<file path="src/rtl/mixed_vec_serializer_if.sv">
`default_nettype none
// +--------------------------------------------------------------------------+
// | Module   : mixed_vec_serializer_if                                       |
// | Brief    : Frame-in / beat-out handshake bundle for the MixedVec         |
// |            serializer. master = stimulus/harness side, slave = block.    |
// | Revision : 1.0  initial release                                          |
// +--------------------------------------------------------------------------+
interface mixed_vec_serializer_if #(
  parameter int IN_W  = 40,
  parameter int OUT_W = 16
);
  logic             in_valid;
  logic             in_ready;
  logic [IN_W-1:0]  in_bits;
  logic             out_valid;
  logic             out_ready;
  logic [OUT_W-1:0] out_bits;
  logic [1:0]       out_idx;
  logic             out_last;
  logic [7:0]       frame_count;

  modport master (
    output in_valid, in_bits, out_ready,
    input  in_ready, out_valid, out_bits, out_idx, out_last, frame_count
  );

  modport slave (
    input  in_valid, in_bits, out_ready,
    output in_ready, out_valid, out_bits, out_idx, out_last, frame_count
  );
endinterface
`default_nettype wire

</file>
<file path="src/rtl/mixed_vec_serializer.sv">
`default_nettype none
// +--------------------------------------------------------------------------+
// | Module   : mixed_vec_serializer                                          |
// | Brief    : Captures one frame of four mixed-width elements and emits     |
// |            them one per beat, zero-extended to OUT_W, with index, last   |
// |            flag and a wrapping completed-frame counter.                  |
// | Revision : 1.0  initial release                                          |
// +--------------------------------------------------------------------------+
module mixed_vec_serializer #(
  parameter int W0    = 8,
  parameter int W1    = 16,
  parameter int W2    = 4,
  parameter int W3    = 12,
  parameter int OUT_W = 16   // must be at least max(W0..W3)
) (
  input  logic                  clock,
  input  logic                  reset,   // asynchronous, active-low
  mixed_vec_serializer_if.slave bus
);

  localparam int c_IN_W = W0 + W1 + W2 + W3;
  localparam int c_OFF0 = 0;
  localparam int c_OFF1 = W0;
  localparam int c_OFF2 = W0 + W1;
  localparam int c_OFF3 = W0 + W1 + W2;
  localparam logic [1:0] c_LAST_IDX = 2'd3;

  typedef enum logic [0:0] {
    S_IDLE = 1'b0,
    S_SEND = 1'b1
  } state_t;

  state_t            r_state;
  state_t            w_state_next;
  logic [c_IN_W-1:0] r_capture;
  logic [1:0]        r_idx;
  logic [7:0]        r_frame_count;
  logic              w_in_ready;
  logic              w_out_valid;
  logic              w_take;
  logic              w_beat_fire;
  logic              w_frame_done;
  logic [OUT_W-1:0]  w_elem;

  // State register; reset drops any partially sent frame.
  always_ff @(posedge clock or negedge reset) begin
    if (!reset) begin
      r_state <= S_IDLE;
    end else begin
      r_state <= w_state_next;
    end
  end

  // Next-state and handshake decode. in_ready is gated by reset so it reads
  // low for the whole time reset is held, and only depends on registered
  // state otherwise (no path from out_ready).
  always_comb begin
    w_state_next = r_state;
    w_in_ready   = 1'b0;
    w_out_valid  = 1'b0;
    w_take       = 1'b0;
    w_beat_fire  = 1'b0;
    w_frame_done = 1'b0;
    case (r_state)
      S_IDLE: begin
        w_in_ready = reset;
        w_take     = bus.in_valid & reset;
        if (w_take) begin
          w_state_next = S_SEND;
        end
      end
      S_SEND: begin
        w_out_valid = 1'b1;
        w_beat_fire = bus.out_ready;
        if (w_beat_fire && (r_idx == c_LAST_IDX)) begin
          w_frame_done = 1'b1;
          w_state_next = S_IDLE;
        end
      end
      default: begin
        w_state_next = S_IDLE;
      end
    endcase
  end

  // Capture register only loads on an accepted frame; in_valid in SEND is ignored.
  always_ff @(posedge clock or negedge reset) begin
    if (!reset) begin
      r_capture <= '0;
    end else if (w_take) begin
      r_capture <= bus.in_bits;
    end
  end

  // Beat index: restart at 0 on capture, advance on each fired beat.
  always_ff @(posedge clock or negedge reset) begin
    if (!reset) begin
      r_idx <= 2'd0;
    end else if (w_take) begin
      r_idx <= 2'd0;
    end else if (w_beat_fire) begin
      r_idx <= r_idx + 2'd1;   // wraps 3 -> 0 on the last beat
    end
  end

  // Completed-frame counter, wraps modulo 256.
  always_ff @(posedge clock or negedge reset) begin
    if (!reset) begin
      r_frame_count <= 8'd0;
    end else if (w_frame_done) begin
      r_frame_count <= r_frame_count + 8'd1;
    end
  end

  // Element select from the captured frame, zero-extended to the bus width.
  always_comb begin
    w_elem = '0;
    case (r_idx)
      2'd0:    w_elem = OUT_W'(r_capture[c_OFF0 +: W0]);
      2'd1:    w_elem = OUT_W'(r_capture[c_OFF1 +: W1]);
      2'd2:    w_elem = OUT_W'(r_capture[c_OFF2 +: W2]);
      default: w_elem = OUT_W'(r_capture[c_OFF3 +: W3]);
    endcase
  end

  assign bus.in_ready    = w_in_ready;
  assign bus.out_valid   = w_out_valid;
  assign bus.out_bits    = w_elem;
  assign bus.out_idx     = r_idx;
  assign bus.out_last    = (r_idx == c_LAST_IDX);
  assign bus.frame_count = r_frame_count;

endmodule
`default_nettype wire

</file>
<file path="src/flat_wrapper.sv">
// flat-port wrapper written by rule: the top's interface ports become plain ports
module mixed_vec_serializer_flat 
#(
  parameter int W0    = 8,
  parameter int W1    = 16,
  parameter int W2    = 4,
  parameter int W3    = 12,
  parameter int OUT_W = 16                                  
)
  (clock, reset, bus_in_valid, bus_in_bits, bus_out_ready, bus_in_ready, bus_out_valid, bus_out_bits, bus_out_idx, bus_out_last, bus_frame_count);
  mixed_vec_serializer_if #(.IN_W(((8) + (16) + (4) + (12))), .OUT_W(OUT_W)) bus_i ();
  input  logic clock;
  input  logic reset;
  input wire logic [$bits(bus_i.in_valid)-1:0] bus_in_valid;
  input wire logic [$bits(bus_i.in_bits)-1:0] bus_in_bits;
  input wire logic [$bits(bus_i.out_ready)-1:0] bus_out_ready;
  output wire logic [$bits(bus_i.in_ready)-1:0] bus_in_ready;
  output wire logic [$bits(bus_i.out_valid)-1:0] bus_out_valid;
  output wire logic [$bits(bus_i.out_bits)-1:0] bus_out_bits;
  output wire logic [$bits(bus_i.out_idx)-1:0] bus_out_idx;
  output wire logic [$bits(bus_i.out_last)-1:0] bus_out_last;
  output wire logic [$bits(bus_i.frame_count)-1:0] bus_frame_count;
  assign bus_i.in_valid = bus_in_valid;
  assign bus_i.in_bits = bus_in_bits;
  assign bus_i.out_ready = bus_out_ready;
  assign bus_in_ready = bus_i.in_ready;
  assign bus_out_valid = bus_i.out_valid;
  assign bus_out_bits = bus_i.out_bits;
  assign bus_out_idx = bus_i.out_idx;
  assign bus_out_last = bus_i.out_last;
  assign bus_frame_count = bus_i.frame_count;
  mixed_vec_serializer #(.W0(W0), .W1(W1), .W2(W2), .W3(W3), .OUT_W(OUT_W)) u_core (.clock(clock), .reset(reset), .bus(bus_i));
endmodule
</file>
<file path="config.mk">
export PLATFORM = sky130hd
export DESIGN_NAME = mixed_vec_serializer_flat
export DESIGN_NICKNAME = d
export VERILOG_FILES = /design/src/rtl/mixed_vec_serializer_if.sv /design/src/rtl/mixed_vec_serializer.sv /design/src/flat_wrapper.sv
export SDC_FILE = /design/constraint.sdc
export NUM_CORES = 1
export LEC_CHECK = 0
export CAP_MARGIN = 20
export CORE_AREA = 10 10 85 87
export CTS_CLUSTER_SIZE = 8
export DETAILED_ROUTE_END_ITERATION = 10
export DIE_AREA = 0 0 95 97
export GPL_TIMING_DRIVEN = 0
export PLACE_DENSITY_LB_ADDON = 0.25
export SYNTH_ARGS = -nofsm -noshare
export SYNTH_HDL_FRONTEND = slang
export SYNTH_SLANG_ARGS = --single-unit
</file>
<file path="constraint.sdc">
create_clock -name clock -period 1.7 [get_ports clock]
set_input_delay 0.34 -clock clock [delete_from_list [all_inputs] [get_ports clock]]
set_output_delay 0.34 -clock clock [all_outputs]
set_load 0.005 [all_outputs]
</file>
Yosys cells after proc, flatten, opt, wreduce, memory -nomap -nowiden

Cells that the tools add are included.

Add/sub/neg operators: 2
Eq/ne operators: 3
Multiplexer cells: 12
Bitwise operators: 2
Reductions and logical operators: 3

Operator list:

| kind                                                             | count |
|---|---|
| 16-bit one-hot mux with 3 select lines                           | 1 |
| 8-bit by 1-bit adder with 8-bit output (second input constant)   | 1 |
| 1-bit two-way mux                                                | 8 |
| 2-bit == test (second input constant)                            | 2 |
| 2-bit two-way mux                                                | 2 |
| 2-bit by 1-bit adder with 2-bit output (second input constant)   | 1 |
| 2-bit by 1-bit == test with 1-bit output (second input constant) | 1 |
| 2-bit logical NOT                                                | 1 |
| 1-bit one-hot mux with 2 select lines                            | 1 |
| 2-bit nonzero test                                               | 1 |
| 1-bit AND                                                        | 1 |
| 1-bit logical AND                                                | 1 |
| 1-bit inverter                                                   | 1 |

Flip-flop bits (word level): 51
Input port bits: 44

Depth between registers and ports, before layout

Word-level depth: 4
Mapped depth: 5
Mapped depth without buffers: 4

Least setup slack after synthesis

OpenSTA, ideal clock, no wires.

Path kind: reg2out
Start point: register u_core.r_idx[0] (netlist: u_core.bus.out_idx[0])
End point: output port bus_out_bits[10]
Arrival time: 1307 ps
Slack: 53 ps
Stages on the path, launching flop included: 5
Cell sequence: dfrtp_1 > ha_1 > buf_2 > nor2b_1 > a22o_1

Word-level cells in the longest chain between the ends: 2
Elaborated cells between the ends (all ways): 4

RTL lines:

| element                                    | RTL line                    | RTL |
|---|---|---|
| start: declaration                         | mixed_vec_serializer.sv:36  | `logic [1:0] r_idx;` |
| start signal: assignment                   | mixed_vec_serializer.sv:102 | `r_idx <= r_idx + 2'd1;` |
| 2-bit == test (tied with other cells)      | mixed_vec_serializer.sv:118 | `case (r_idx)` |
| 16-bit one-hot mux with 3 select lines (*) | mixed_vec_serializer.sv:118 |  |
| end: declaration                           | flat_wrapper.sv:19          | `output wire logic [$bits(bus_i.out_bits)-1:0] bus_out_bits;` |

Mark *: on every way between the ends. The rest lies on a longest branch, timed or not.

Worst setup path in the final report

Ends and elaborated chain as after synthesis.

==> metrics.txt <==
placed inst area=between 3000 and 4000 um2; Tcrit/Tclk final=1.195; CTS clk-pin slew, worst paths=0.08 ns; via/cell ratio=between 5 and 6; worst-path fanout max=4; Async SR Flop Fraction=1.000; Num CTS Buffers=5; Syn Std Cell Area=2437 um2; Sequential Area=around 1300 um2; max frequency=a little under 0.5 GHz; fin util=0.6715; Crit path required time=between 1 and 1.5 ns; Worst-Margin Slew=between 0.2 and 0.3 ns; layout cells sized above 1=0.4333; First DRT Iteration DRCs=62; Avg Cell Area, Syn=14.51 um2; static leakage=0.001764 uW; FF-to-FF path depth=6; Final Skew=just over 0.006 ns; Netlist cell types=23; WHS Endpoint=u_core.bus.frame_count[7]$_DFFE_PN0P_; multi-input logic area=1171 um2; die width=95 um; CP Capture Type=output port; Final Power=6071 uW; final instance area=3675 um2; largest net degree at the start of global routing=29; HP Class=register to register; number of synthesized flops with an enable pin=0; critical path class=register to output port; Final ANT Viol Nets=0; first-pass GRT wire length=9.742 mm; Setup-failing EPs final=16; Via Count=1724; row count=27; Starting Density=0.4454; most common cell in the netlist=dfrtp_1; WL/cell=18.38 um; max capacitance violation total=0; critical path launch point=u_core.bus.out_idx[0]$_DFFE_PN0P_; Synth Register Bits=51; gate count of the mapped netlist=168; RD Place Congestion=0.7534; outcome=finished with violations; Syn. warnings=0; GRT Total Usage=0.1322; CTS tree=yes; FF-to-FF End=u_core.r_capture[36]$_DFFE_PN0P_; Synth area leader=dfrtp_1; violated checks=setup timing; post-DP HPWL=4.393 mm; CP Launch Type=register; Reg2Reg Launch Point=u_core.r_state$_DFF_PN0_; Max VDD drop=0.8789 mV; crit path DAT=approximately 1.7 ns; total grt overflow=0; Antenna Cells=0; final count of pins violating max slew=0; Die Area=9215 um2; main area contributors after synthesis=dfrtp_1 (52%), mux2_4 (24%), xnor2_1 (2.9%); Area growth syn-to-layout=50.77%; worst skew pair latency=0.30 ns; clock sink total=51; Max Root-Sink Buffers=2; DRC violations left=0; post-synthesis sequential area ratio=0.5236; Fin. Hold Viols=0; Rel. slew slack=0.8074; Fillers=424; Total Wirelength=6.286 mm; floorplan core area=5473 um2; DRT Pass-1 Iters=6; Die Span Y=around 97 um; minimum clock period after layout=2.032 ns; worst reg-to-reg setup slack=0.22 ns; Finished Layout Cells=between 300 and 400; hold path depth=1; Final WS setup=-0.3316 ns; Final #Nets=318; RSZ-0062 raised after global routing=true; CTS root buf=clkbuf_8; Synth top area share=0.5236; Syn Nets=217; hold path start=u_core.bus.frame_count[7]$_DFFE_PN0P_; number of global-route vias before repair=1838; IO Count=73; PwrDens=approximately 1700 nW/um2; Post-Place Cells=313; initial antenna violation count=0; H-Tree Depth=2; main flop type after synthesis=dfrtp_1; most frequent cells after synthesis=dfrtp_1 (51), mux2_4 (39), nand2_1 (10); PortBufs=72
[cells in the final DEF, fill, tap and decap left out, types with 2 or more instances in the layout]
| cell type | netlist | final |
|---|---|---|
| mux2_2 | 2 | 2 |
| mux2i_1 | 5 | 5 |
| buf_6 | 4 | 21 |
| a22oi_2 | 0 | 4 |
| xnor2_1 | 8 | 8 |
| a21oi_1 | 2 | 2 |
| nor2b_4 | 1 | 2 |
| inv_2 | 0 | 2 |
| and3_1 | 4 | 4 |
| a222oi_1 | 4 | 4 |
| buf_2 | 3 | 13 |
| nand4_1 | 4 | 4 |
| a22o_1 | 4 | 4 |
| nand2_1 | 10 | 10 |
| and2_4 | 0 | 3 |
| mux2_4 | 39 | 39 |
| inv_1 | 6 | 4 |
| buf_4 | 0 | 9 |
| dfrtp_2 | 0 | 3 |
| dfrtp_1 | 51 | 48 |
| ha_4 | 0 | 4 |
| buf_12 | 0 | 2 |
| o21ai_2 | 0 | 3 |
| clkbuf_8 | 0 | 7 |
| clkdlybuf4s50_1 | 0 | 53 |
[per-stage QoR]
stage	hold slack [ns]	worst slack, ns	setup TNS [ns]
global placement	0.4597	-2.200	-161.14
global route	0.5040	-0.4410	-5.588
CTS	0.4792	-0.3635	-4.756
floorplan	0.04441	0.05336	0
finish	0.4752	-0.3316	-4.375
detailed placement	0.4408	-0.7311	-23.51
[per-layer routing]
metal  GRT usage  share of wire
met1      0.1681           0.44
met5           0              0
met3     0.04780          0.078
met4     0.03432         0.0087
met2      0.2059           0.47
[worst max path at each step]
| stage | to |
|---|---|
| 3_3_place_gp | bus_in_ready |
| 6_report | bus_out_bits[10] |
| 4_1_cts | bus_out_bits[0] |
| 3_5_place_dp | bus_out_bits[15] |
| 5_1_grt | bus_out_bits[1] |
| 2_1_floorplan | bus_out_bits[10] |
[cells by family after synthesis]
group / share of synthesized area
DFF: 0.5236
muxes: 0.2700
and+or+nand+nor: 0.06108
AOI/OAI and AO/OA: 0.05544
buffers and inverters: 0.03542
xor gates and xnor gates: 0.02875
adders and majority gates: 0.02567
[cell type report]
cell class,instances,share of cell area
Multi-Input combinational cell,103,0.3187
Sequential cell,51,0.3483
Buffer,6,0.02077
Inverter,6,0.006129
Tap cell,72,0.02451
Clock buffer,8,0.02724
Timing Repair Buffer,96,0.2543
[flip-flops by register name, indices dropped and copies added (netlist names)]
register and count:
u_core.bus.frame_count 8, u_core.bus.out_idx 2, u_core.r_capture 40, u_core.r_state 1
[critical path: stages, from the launching register on]
cell and delay [ns]:
dfrtp_2 0.47, ha_4 0.20, buf_12 0.13, nor2b_4 0.16, buf_6 0.13, buf_6 0.08
a22o_1 0.11, buf_2 0.12
[timing repair]
item                       4_1_cts  5_1_grt
setup endpoints to repair       38       18
hold endpoints to repair        28        0
setup buffers                   14        7
hold buffers                     2        0
pin swaps                        8        7
cloned                           0        1
gates resized for setup        104       18
[power by group]
part	internal, uW	switching (uW)	total [uW]
combinational	2040	1100	3140
sequential	1780	409	2190
clock	372	378	751
total	4180	1890	6070
(Power assumes the default switching activity.)
